===== src/rtl/alu_op_sequencer_if.sv =====
// Operand/command bus between a request source, the sequencer and the ALU.
// master = sequencer side, slave = the environment (request source, ALU, response sink).
`timescale 1ns/1ps
interface alu_op_sequencer_if #(
    parameter int WIDTH = 8,
    parameter int CMD_W = 4,
    parameter int RES_W = 16
);
    logic             req_valid;
    logic             req_ready;
    logic [WIDTH-1:0] req_opa;
    logic [WIDTH-1:0] req_opb;
    logic             req_cin;
    logic [CMD_W-1:0] req_cmd;
    logic             req_mode;
    logic [1:0]       req_ivld;

    logic [WIDTH-1:0] opa;
    logic [WIDTH-1:0] opb;
    logic             cin;
    logic [CMD_W-1:0] cmd;
    logic             mode;
    logic [1:0]       inp_valid;
    logic             ce;

    logic [RES_W-1:0] res;
    logic             cout;
    logic             oflow;
    logic             g;
    logic             e;
    logic             l;
    logic             err;

    logic             rsp_valid;
    logic             rsp_ready;
    logic [RES_W-1:0] rsp_res;
    logic [5:0]       rsp_flags;
    logic             busy;

    modport master (
        input  req_valid, req_opa, req_opb, req_cin, req_cmd, req_mode, req_ivld,
        input  res, cout, oflow, g, e, l, err, rsp_ready,
        output req_ready, opa, opb, cin, cmd, mode, inp_valid, ce,
        output rsp_valid, rsp_res, rsp_flags, busy
    );

    modport slave (
        output req_valid, req_opa, req_opb, req_cin, req_cmd, req_mode, req_ivld,
        output res, cout, oflow, g, e, l, err, rsp_ready,
        input  req_ready, opa, opb, cin, cmd, mode, inp_valid, ce,
        input  rsp_valid, rsp_res, rsp_flags, busy
    );
endinterface


===== src/rtl/alu_op_sequencer.sv =====
// Drives one ALU operation per request handshake, waits the command-dependent
// latency, and returns the captured result and flags on a response handshake.
`timescale 1ns/1ps
module alu_op_sequencer #(
    parameter int WIDTH    = 8,
    parameter int CMD_W    = 4,
    parameter int RES_W    = 16,
    parameter int RES_LAT  = 1,
    parameter int MUL_LAT  = 2,
    parameter int MUL_CMD0 = 9,
    parameter int MUL_CMD1 = 10
) (
    input logic              i_clk,
    input logic              i_rst_n,
    alu_op_sequencer_if.master bus
);
    localparam int LAT_MAX = (RES_LAT > MUL_LAT) ? RES_LAT : MUL_LAT;
    localparam int CNT_W   = $clog2(LAT_MAX + 1);

    typedef enum logic [1:0] {ST_IDLE, ST_WAIT, ST_RESP} state_t;

    state_t           r_state,     w_state;
    logic [CNT_W-1:0] r_cnt,       w_cnt;
    logic             r_req_ready, w_req_ready;
    logic [WIDTH-1:0] r_opa,       w_opa;
    logic [WIDTH-1:0] r_opb,       w_opb;
    logic             r_cin,       w_cin;
    logic [CMD_W-1:0] r_cmd,       w_cmd;
    logic             r_mode,      w_mode;
    logic [1:0]       r_inp_valid, w_inp_valid;
    logic             r_ce,        w_ce;
    logic             r_rsp_valid, w_rsp_valid;
    logic [RES_W-1:0] r_rsp_res,   w_rsp_res;
    logic [5:0]       r_rsp_flags, w_rsp_flags;
    logic             w_is_mul;

    assign w_is_mul = bus.req_mode &&
                      ((bus.req_cmd == CMD_W'(MUL_CMD0)) || (bus.req_cmd == CMD_W'(MUL_CMD1)));

    always_comb begin
        // NOTE: every next value starts as its current register, so no branch can infer a latch.
        w_state     = r_state;
        w_cnt       = r_cnt;
        w_opa       = r_opa;
        w_opb       = r_opb;
        w_cin       = r_cin;
        w_cmd       = r_cmd;
        w_mode      = r_mode;
        w_inp_valid = r_inp_valid;
        w_ce        = r_ce;
        w_rsp_valid = r_rsp_valid;
        w_rsp_res   = r_rsp_res;
        w_rsp_flags = r_rsp_flags;

        case (r_state)
            ST_IDLE: begin
                if (bus.req_valid && r_req_ready) begin
                    w_opa       = bus.req_opa;
                    w_opb       = bus.req_opb;
                    w_cin       = bus.req_cin;
                    w_cmd       = bus.req_cmd;
                    w_mode      = bus.req_mode;
                    w_inp_valid = bus.req_ivld;
                    w_ce        = 1'b1;
                    w_cnt       = w_is_mul ? CNT_W'(MUL_LAT) : CNT_W'(RES_LAT);
                    w_state     = ST_WAIT;
                end
            end
            ST_WAIT: begin
                // cnt==1 marks the edge at which the ALU result for this op is valid.
                if (r_cnt == CNT_W'(1)) begin
                    w_rsp_res   = bus.res;
                    w_rsp_flags = {bus.cout, bus.oflow, bus.g, bus.e, bus.l, bus.err};
                    w_rsp_valid = 1'b1;
                    w_ce        = 1'b0;
                    w_inp_valid = 2'b00;
                    w_state     = ST_RESP;
                end else begin
                    w_cnt = r_cnt - CNT_W'(1);
                end
            end
            ST_RESP: begin
                if (bus.rsp_ready) begin
                    w_rsp_valid = 1'b0;
                    w_state     = ST_IDLE;
                end
            end
            default: w_state = ST_IDLE;
        endcase

        // Registered ready: rises the cycle after the response handshake, never combinationally.
        w_req_ready = (w_state == ST_IDLE);
    end

    always_ff @(posedge i_clk or negedge i_rst_n) begin
        // NOTE: state registers use non-blocking assignment so every flop samples pre-edge values.
        if (!i_rst_n) begin
            r_state     <= ST_IDLE;
            r_cnt       <= '0;
            r_req_ready <= 1'b0;
            r_opa       <= '0;
            r_opb       <= '0;
            r_cin       <= 1'b0;
            r_cmd       <= '0;
            r_mode      <= 1'b0;
            r_inp_valid <= 2'b00;
            r_ce        <= 1'b0;
            r_rsp_valid <= 1'b0;
            r_rsp_res   <= '0;
            r_rsp_flags <= '0;
        end else begin
            r_state     <= w_state;
            r_cnt       <= w_cnt;
            r_req_ready <= w_req_ready;
            r_opa       <= w_opa;
            r_opb       <= w_opb;
            r_cin       <= w_cin;
            r_cmd       <= w_cmd;
            r_mode      <= w_mode;
            r_inp_valid <= w_inp_valid;
            r_ce        <= w_ce;
            r_rsp_valid <= w_rsp_valid;
            r_rsp_res   <= w_rsp_res;
            r_rsp_flags <= w_rsp_flags;
        end
    end

    assign bus.req_ready = r_req_ready;
    assign bus.opa       = r_opa;
    assign bus.opb       = r_opb;
    assign bus.cin       = r_cin;
    assign bus.cmd       = r_cmd;
    assign bus.mode      = r_mode;
    assign bus.inp_valid = r_inp_valid;
    assign bus.ce        = r_ce;
    assign bus.rsp_valid = r_rsp_valid;
    assign bus.rsp_res   = r_rsp_res;
    assign bus.rsp_flags = r_rsp_flags;
    assign bus.busy      = (r_state != ST_IDLE);
endmodule


===== src/flat_wrapper.sv =====
// flat-port wrapper written by rule: the top's interface ports become plain ports
module alu_op_sequencer_flat 
#(
    parameter int WIDTH    = 8,
    parameter int CMD_W    = 4,
    parameter int RES_W    = 16,
    parameter int RES_LAT  = 1,
    parameter int MUL_LAT  = 2,
    parameter int MUL_CMD0 = 9,
    parameter int MUL_CMD1 = 10
)
  (i_clk, i_rst_n, bus_req_valid, bus_req_opa, bus_req_opb, bus_req_cin, bus_req_cmd, bus_req_mode, bus_req_ivld, bus_res, bus_cout, bus_oflow, bus_g, bus_e, bus_l, bus_err, bus_rsp_ready, bus_req_ready, bus_opa, bus_opb, bus_cin, bus_cmd, bus_mode, bus_inp_valid, bus_ce, bus_rsp_valid, bus_rsp_res, bus_rsp_flags, bus_busy);
  alu_op_sequencer_if #(.WIDTH(WIDTH), .CMD_W(CMD_W), .RES_W(RES_W)) bus_i ();
  input logic i_clk;
  input logic i_rst_n;
  input wire logic [$bits(bus_i.req_valid)-1:0] bus_req_valid;
  input wire logic [$bits(bus_i.req_opa)-1:0] bus_req_opa;
  input wire logic [$bits(bus_i.req_opb)-1:0] bus_req_opb;
  input wire logic [$bits(bus_i.req_cin)-1:0] bus_req_cin;
  input wire logic [$bits(bus_i.req_cmd)-1:0] bus_req_cmd;
  input wire logic [$bits(bus_i.req_mode)-1:0] bus_req_mode;
  input wire logic [$bits(bus_i.req_ivld)-1:0] bus_req_ivld;
  input wire logic [$bits(bus_i.res)-1:0] bus_res;
  input wire logic [$bits(bus_i.cout)-1:0] bus_cout;
  input wire logic [$bits(bus_i.oflow)-1:0] bus_oflow;
  input wire logic [$bits(bus_i.g)-1:0] bus_g;
  input wire logic [$bits(bus_i.e)-1:0] bus_e;
  input wire logic [$bits(bus_i.l)-1:0] bus_l;
  input wire logic [$bits(bus_i.err)-1:0] bus_err;
  input wire logic [$bits(bus_i.rsp_ready)-1:0] bus_rsp_ready;
  output wire logic [$bits(bus_i.req_ready)-1:0] bus_req_ready;
  output wire logic [$bits(bus_i.opa)-1:0] bus_opa;
  output wire logic [$bits(bus_i.opb)-1:0] bus_opb;
  output wire logic [$bits(bus_i.cin)-1:0] bus_cin;
  output wire logic [$bits(bus_i.cmd)-1:0] bus_cmd;
  output wire logic [$bits(bus_i.mode)-1:0] bus_mode;
  output wire logic [$bits(bus_i.inp_valid)-1:0] bus_inp_valid;
  output wire logic [$bits(bus_i.ce)-1:0] bus_ce;
  output wire logic [$bits(bus_i.rsp_valid)-1:0] bus_rsp_valid;
  output wire logic [$bits(bus_i.rsp_res)-1:0] bus_rsp_res;
  output wire logic [$bits(bus_i.rsp_flags)-1:0] bus_rsp_flags;
  output wire logic [$bits(bus_i.busy)-1:0] bus_busy;
  assign bus_i.req_valid = bus_req_valid;
  assign bus_i.req_opa = bus_req_opa;
  assign bus_i.req_opb = bus_req_opb;
  assign bus_i.req_cin = bus_req_cin;
  assign bus_i.req_cmd = bus_req_cmd;
  assign bus_i.req_mode = bus_req_mode;
  assign bus_i.req_ivld = bus_req_ivld;
  assign bus_i.res = bus_res;
  assign bus_i.cout = bus_cout;
  assign bus_i.oflow = bus_oflow;
  assign bus_i.g = bus_g;
  assign bus_i.e = bus_e;
  assign bus_i.l = bus_l;
  assign bus_i.err = bus_err;
  assign bus_i.rsp_ready = bus_rsp_ready;
  assign bus_req_ready = bus_i.req_ready;
  assign bus_opa = bus_i.opa;
  assign bus_opb = bus_i.opb;
  assign bus_cin = bus_i.cin;
  assign bus_cmd = bus_i.cmd;
  assign bus_mode = bus_i.mode;
  assign bus_inp_valid = bus_i.inp_valid;
  assign bus_ce = bus_i.ce;
  assign bus_rsp_valid = bus_i.rsp_valid;
  assign bus_rsp_res = bus_i.rsp_res;
  assign bus_rsp_flags = bus_i.rsp_flags;
  assign bus_busy = bus_i.busy;
  alu_op_sequencer #(.WIDTH(WIDTH), .CMD_W(CMD_W), .RES_W(RES_W), .RES_LAT(RES_LAT), .MUL_LAT(MUL_LAT), .MUL_CMD0(MUL_CMD0), .MUL_CMD1(MUL_CMD1)) u_core (.i_clk(i_clk), .i_rst_n(i_rst_n), .bus(bus_i));
endmodule

===== config.mk =====
export PLATFORM = sky130hd
export DESIGN_NAME = alu_op_sequencer_flat
export DESIGN_NICKNAME = d
export VERILOG_FILES = /design/src/rtl/alu_op_sequencer_if.sv /design/src/rtl/alu_op_sequencer.sv /design/src/flat_wrapper.sv
export SDC_FILE = /design/constraint.sdc
export NUM_CORES = 1
export LEC_CHECK = 0
export BUFFER_PORTS_ARGS = -buffer_cell sky130_fd_sc_hd__buf_4
export CELL_PAD_IN_SITES_DETAIL_PLACEMENT = 0
export CELL_PAD_IN_SITES_GLOBAL_PLACEMENT = 1
export CORE_MARGIN = 2
export CORE_UTILIZATION = 32
export DETAILED_ROUTE_END_ITERATION = 8
export PLACE_DENSITY_LB_ADDON = 0.1
export SETUP_SLACK_MARGIN = 0.05
export SYNTH_ARGS = -nofsm -noshare
export SYNTH_HDL_FRONTEND = slang
export SYNTH_SLANG_ARGS = --single-unit

===== constraint.sdc =====
create_clock -name i_clk -period 1.4 [get_ports i_clk]
set_input_delay 0.14 -clock i_clk [delete_from_list [all_inputs] [get_ports i_clk]]
set_output_delay 0.14 -clock i_clk [all_outputs]
set_load 0.05 [all_outputs]

==> impl_metrics.env, run 1 <==
export IMPL_wl_met2_mm=2.41
export IMPL_violations="setup timing"
export IMPL_setup_slack_ns=-0.0550
export IMPL_ys_flop_type="dfrtp_1"
export IMPL_maxCapViolCount=0
export IMPL_cp_data_required_time_ns=1.59
export IMPL_die_h_microns=85.1
export IMPL_min_path_cells=2
export IMPL_crit_arrival_ns=1.65
export IMPL_postSynthAreaPerCell_sq_um=15.7
export IMPL_fin_crit_ns=1.45
export IMPL_antenna_found_initial=0
export IMPL_cts_max_level=2
export IMPL_n_antenna_cell=0
export IMPL_io_pins=100
export IMPL_clkSinkCount=53
export IMPL_postSynth_asyncResetShare=1.00
export IMPL_cp_start_kind="register"
export IMPL_status="finished, violations left"
export IMPL_synth_nets=186
export IMPL_dieWidth_microns=85.1
export IMPL_die_area_sq_mm=0.00725
export IMPL_clkTransAtPathRegs_ns=0.09
export IMPL_cts_root_buf="clkbuf_8"
export IMPL_skew_ns=0.00661
export IMPL_met3_wirelength_microns=378
export IMPL_clk_latency_ns=0.30
export IMPL_postPlaceCellArea_sq_mm=0.00298
export IMPL_regToRegSetupSlack_ns=-0.05
export IMPL_nFillCells=559
export IMPL_wl_per_cell_microns=15.1
export IMPL_place_ws_ns=-0.0462
export IMPL_drt_iter0_drc=22
export IMPL_drt_pre_antenna_iters=4
export IMPL_port_buffers=99
export IMPL_yosysWarnings=0
export IMPL_maxClockFrequency_mhz=687
export IMPL_path_max_fanout=7
export IMPL_final_period_utilization=1.04
export IMPL_row_count=29
export IMPL_final_max_slew_viol_count=0
export IMPL_cts_tree="done"
export IMPL_hpwl_mm=3.38
export IMPL_grt_max_degree=54
export IMPL_syn_area_sq_mm=0.00211
export IMPL_ys_seq_area_frac=0.630
export IMPL_avgViaCountPerCell=4.65
export IMPL_hold_viol=0
export IMPL_rsz0062_at_grt="true"
export IMPL_post_route_util=0.514
export IMPL_cp_end_kind="register"
export IMPL_cts_buffers=5
export IMPL_rr_startpoint="u_core.r_state[0]$_DFF_PN0_"
export IMPL_grt_overflow=0
export IMPL_place_congestion=0.787
export IMPL_grt_first_pass_wirelength_mm=7.54
export IMPL_num_nets_final=298
export IMPL_met1_length_mm=2.04
export IMPL_synth_edf_count=0
export IMPL_grt_pass1_vias=1613
export IMPL_setup_viol_count_final=35
export IMPL_vias=1505
export IMPL_drc_errors=0
export IMPL_initial_core_util=0.332
export IMPL_rr_endpoint="u_core.bus.opb[3]$_DFFE_PN0P_"
export IMPL_core_sq_mm=0.00635
export IMPL_min_to="u_core.bus.opb[4]$_DFFE_PN0P_"
export IMPL_syn_inst=134
export IMPL_min_from="bus_req_opb[4]"
export IMPL_max_slew_margin=0.559
export IMPL_tightest_slew_ns=0.661
export IMPL_ys_types=23
export IMPL_wl_mm=4.88
export IMPL_area_growth_pct=55.1
export IMPL_path_class="register to register"
export IMPL_maxUsedRoutingLayer="met4"
export IMPL_hold_path_class="input pin to register"
export IMPL_r2r_cells=4
export IMPL_grt_usage=0.131
export IMPL_postRouteAntennaNets=0
export IMPL_drive_gt1_frac=0.688
export IMPL_ys_ff_latch=53
export IMPL_cts_max_path_buffers=2
export IMPL_design_area_sq_mm=0.00327
[state kept, by name (all words and copies together), names as in the netlist]
signal and count:
u_core.bus.ce 1, u_core.bus.rsp_res 16, u_core.bus.opa 8, u_core.bus.cmd 4, u_core.bus.rsp_flags 6, u_core.bus.cin 1, u_core.bus.req_ready 1, u_core.r_state 2
u_core.bus.mode 1, u_core.bus.inp_valid 2, u_core.bus.rsp_valid 1, u_core.bus.opb 8, u_core.r_cnt 2
[critical path, cell delays in order (launching register included)]
cell       delay (ns)
dfrtp_1          0.42
nor4bb_4         0.30
buf_6            0.17
clkbuf_16        0.16
mux2_4           0.30
[layer usage]
| layer | global-route usage | vias up |
|---|---|---|
| li1 | - | 696 |
| met1 | 0.149 | 742 |
| met2 | 0.234 | 59 |
| met3 | 0.0418 | 8 |
| met4 | 0.0433 | 0 |
| met5 | 0 | - |
[area by class of cell]
type | count | area, sq um | share of cell area
Clock buffer | 8 | 80.1 | 0.0245
Inverter | 2 | 7.51 | 0.00230
Multi-Input combinational cell | 73 | 840 | 0.257
Sequential cell | 53 | 1330 | 0.407
Tap cell | 77 | 96.3 | 0.0295
Timing Repair Buffer | 111 | 915 | 0.280
[worst max-delay path by stage]
stage,to,from
after floorplan,u_core.bus.cin$_DFFE_PN0P_,u_core.bus.req_ready$_DFF_PN0_
after global placement,u_core.bus.opa[5]$_DFFE_PN0P_,u_core.r_state[1]$_DFF_PN0_
after detailed placement,u_core.bus.opa[3]$_DFFE_PN0P_,u_core.r_state[1]$_DFF_PN0_
after CTS,u_core.bus.opa[3]$_DFFE_PN0P_,u_core.r_state[1]$_DFF_PN0_
after global routing,u_core.bus.opa[5]$_DFFE_PN0P_,u_core.r_state[0]$_DFF_PN0_
final,u_core.bus.opb[3]$_DFFE_PN0P_,u_core.r_state[0]$_DFF_PN0_
[placed cells by master (no fill, tap or decap), types with 2 or more instances in the layout]
cell type	n
nand3b_1	2
dfrtp_1	52
buf_4	102
clkbuf_8	5
buf_6	3
mux2_4	19
o21ai_0	4
or2_4	2
buf_12	2
mux2_2	25
clkbuf_16	2
a22o_1	2
nand2b_1	3
clkbuf_1	3
nor2_1	2
[metrics by stage]
stage / hold slack, ns / setup TNS [ns] / std cells
2_1_floorplan: -0.156 / -0.789 / 134
3_3_place_gp: 0.200 / -0.186 / 310
3_5_place_dp: 0.229 / -0.823 / 310
4_1_cts: 0.0551 / -0.994 / 319
5_1_grt: 0.0453 / -3.29 / 324
6_report: 0.0657 / -1.08 / 324
[what timing repair did]
| item | 4_1_cts | 5_1_grt |
|---|---|---|
| hold buffers | 1 | 0 |
| resized for setup | 6 | 23 |
| pin swaps | 0 | 3 |
| gates cloned | 0 | 3 |
| setup endpoints to repair | 49 | 50 |
| setup buffers | 0 | 2 |
| hold endpoints to repair | 53 | 0 |
[cells by family (layout without fill, tap and decap cells)]
family | after synthesis | count (layout) | share of synthesized area
muxes | 44 | 44 | 0.235
DFF | 53 | 53 | 0.630
AOI/OAI and AO/OA | 13 | 13 | 0.0428
adders and majority gates | 2 | 2 | 0.0119
xor gates and xnor gates | 1 | 1 | 0.00416
and+or+nand+nor | 13 | 13 | 0.0458
buffers and inverters | 8 | 121 | 0.0303
[synthesized netlist by cell type (all sizes together) (2+ instances only)]
master	count	area share
mux2	44	0.24
nor2	2	0.0036
inv	2	0.0036
or2	2	0.0059
a21oi	2	0.0048
dfrtp	53	0.63
nand3b	2	0.0071
nand2b	3	0.0089
ha	2	0.012
a22o	2	0.0083
o21ai	5	0.014
buf	6	0.027
Power of run 1 is left out: the tool's default activity adds up to more than one toggle a clock period on the data nets, which glitch-free logic cannot reach.
==> inputs of run 2 (changes only) <==
--- a/config.mk
+++ b/config.mk
@@ -5,12 +5,12 @@
 export SDC_FILE = /design/constraint.sdc
 export NUM_CORES = 1
 export LEC_CHECK = 0
-export BUFFER_PORTS_ARGS = -buffer_cell sky130_fd_sc_hd__buf_4
 export CELL_PAD_IN_SITES_DETAIL_PLACEMENT = 0
 export CELL_PAD_IN_SITES_GLOBAL_PLACEMENT = 1
 export CORE_MARGIN = 2
-export CORE_UTILIZATION = 32
+export CORE_UTILIZATION = 43
 export DETAILED_ROUTE_END_ITERATION = 8
+export DONT_BUFFER_PORTS = 1
 export PLACE_DENSITY_LB_ADDON = 0.1
 export SETUP_SLACK_MARGIN = 0.05
 export SYNTH_ARGS = -nofsm -noshare
==> run 2 against run 1 <==
- critical endpoint is now u_core.bus.mode$_DFFE_PN0P_
- first-iteration DRC count grew 100%
- die area fell by 24%
- the run ends with hold timing, setup timing left
- highest routed layer unchanged
- critical path depth stayed put
- sequential share of layout area fell by 2.0 points
- fmax decreased by 4.0%
- global-route usage is 6.3 points higher
- via count up 2.5%
- worst setup slack lost 0.061 ns
- clock skew increased by 0.0019 ns
- worst hold slack worse by 0.54 ns
==> impl_metrics.env, run 2 (synthesized netlist as in run 1, its figures left out) <==
export IMPL_status="finished, violations left"
export IMPL_violations="hold timing, setup timing"
export IMPL_hpwl_mm=2.87
export IMPL_grt_first_pass_wirelength_mm=8.00
export IMPL_path_max_fanout=8
export IMPL_place_congestion=0.694
export IMPL_cts_tree="done"
export IMPL_final_common_cell="buf_4"
export IMPL_cts_max_level=2
export IMPL_cts_buffers=5
export IMPL_grt_overflow=0
export IMPL_largest_reg_flops=16
export IMPL_postRouteAntennaNets=0
export IMPL_antenna_found_initial=0
export IMPL_drt_iter0_drc=45
export IMPL_crit_arrival_ns=1.70
export IMPL_wl_per_cell_microns=16.3
export IMPL_maxCapViolCount=0
export IMPL_cts_root_buf="clkbuf_8"
export IMPL_setup_slack_ns=-0.116
export IMPL_core_sq_mm=0.00472
export IMPL_cts_max_path_buffers=2
export IMPL_drc_errors=0
export IMPL_cp_data_required_time_ns=1.58
export IMPL_setup_viol_count_final=49
export IMPL_io_pins=100
export IMPL_grt_busiest_layer="met2"
export IMPL_cp_end_kind="register"
export IMPL_clkSinkCount=53
export IMPL_grtUsageMet1=0.212
export IMPL_port_buffers=0
export IMPL_grt_pass1_vias=1732
export IMPL_maxClockFrequency_mhz=660
export IMPL_path_cells="nor4bb_4 -> buf_6 -> buf_12 -> mux2_4"
export IMPL_drt_pre_antenna_iters=4
export IMPL_cp_start_kind="register"
export IMPL_finalHoldWorstSlack_ns=-0.477
export IMPL_vias=1542
export IMPL_crit_path_top_delay_cell="dfrtp_2"
export IMPL_final_max_slew_viol_count=0
export IMPL_cts_hold_buf=47
export IMPL_grt_max_degree=54
export IMPL_die_area_sq_mm=0.00547
export IMPL_rsz0062_at_grt="true"
export IMPL_place_ws_ns=-0.117
export IMPL_mostFrequentLayoutCells="buf_4, dfrtp_1, dlygate4sd3_1"
export IMPL_initial_core_util=0.446
export IMPL_die_h_microns=74.0
export IMPL_max_slew_margin=0.678
export IMPL_r2r_cells=4
export IMPL_dieWidth_microns=74.0
export IMPL_post_route_util=0.728
export IMPL_critPathMaxStageDelay_ns=0.44
export IMPL_n_antenna_cell=0
export IMPL_row_count=25
export IMPL_final_period_utilization=1.08
export IMPL_fin_crit_ns=1.52
export IMPL_wl_mm=5.20
export IMPL_avgViaCountPerCell=4.85
export IMPL_area_growth_pct=63.2
export IMPL_skew_ns=0.00856
export IMPL_met2_usage=0.364
export IMPL_rr_startpoint="u_core.r_state[1]$_DFF_PN0_"
export IMPL_path_class="register to register"
export IMPL_num_nets_final=302
export IMPL_clkTransAtPathRegs_ns=0.09
export IMPL_nFillCells=306
export IMPL_hold_path_class="input pin to async pin"
export IMPL_rr_endpoint="u_core.bus.mode$_DFFE_PN0P_"
export IMPL_critPathTopFamily="flip-flops"
export IMPL_use_met3=0.0434
export IMPL_grt_usage=0.195
export IMPL_tightest_slew_ns=0.482
export IMPL_path_buf_inv=2
export IMPL_regToRegSetupSlack_ns=-0.12
export IMPL_drive_gt1_frac=0.510
export IMPL_hold_viol=53
export IMPL_clk_latency_ns=0.30
[run 2: cell type report]
cell class / instances / area, sq um / area share
Clock buffer: 7 / 76.3 / 0.0222
Clock inverter: 1 / 7.51 / 0.00218
Inverter: 2 / 7.51 / 0.00218
Multi-Input combinational cell: 73 / 830 / 0.241
Sequential cell: 53 / 1330 / 0.387
Tap cell: 67 / 83.8 / 0.0244
Timing Repair Buffer: 115 / 1100 / 0.321
[run 2: worst max-delay path by stage]
stage,from,to,slack [ns],cells after the start
2_1_floorplan,u_core.bus.req_ready$_DFF_PN0_,u_core.bus.cin$_DFFE_PN0P_,-0.09,4
3_3_place_gp,u_core.r_state[1]$_DFF_PN0_,u_core.bus.opb[2]$_DFFE_PN0P_,-0.07,3
3_5_place_dp,u_core.r_state[1]$_DFF_PN0_,u_core.bus.opb[2]$_DFFE_PN0P_,-0.12,3
4_1_cts,u_core.bus.req_ready$_DFF_PN0_,u_core.r_cnt[1]$_DFFE_PN0P_,-0.09,6
5_1_grt,u_core.r_state[1]$_DFF_PN0_,u_core.bus.mode$_DFFE_PN0P_,-0.17,4
6_report,u_core.r_state[1]$_DFF_PN0_,u_core.bus.mode$_DFFE_PN0P_,-0.12,4
[run 2: per-stage QoR]
step | setup TNS [ns] | hold WS (ns) | instances | instance area [sq um]
2_1_floorplan | -0.789 | -0.156 | 134 | 2140
3_3_place_gp | -1.32 | -0.154 | 247 | 2570
3_5_place_dp | -2.26 | -0.154 | 247 | 2570
4_1_cts | -2.96 | -0.486 | 314 | 3340
5_1_grt | -6.36 | -0.500 | 318 | 3440
6_report | -4.50 | -0.477 | 318 | 3440
[run 2: metal layers]
| metal | wire [microns] | part of all wire |
|---|---|---|
| met5 | 0 | 0 |
| met4 | 127 | 0.024 |
| met3 | 244 | 0.047 |
| met2 | 2900 | 0.56 |
| met1 | 1920 | 0.37 |
[run 2: timing repair]
action                                 in CTS  in global routing
gates resized for setup                    24                  9
setup endpoints to repair                  50                 53
endpoints found under the hold margin     100                 53
gates cloned                                3                  3
buffers inserted                           10                  2
pin swaps                                   4                  2
Power of run 2 is left out for the same reason.
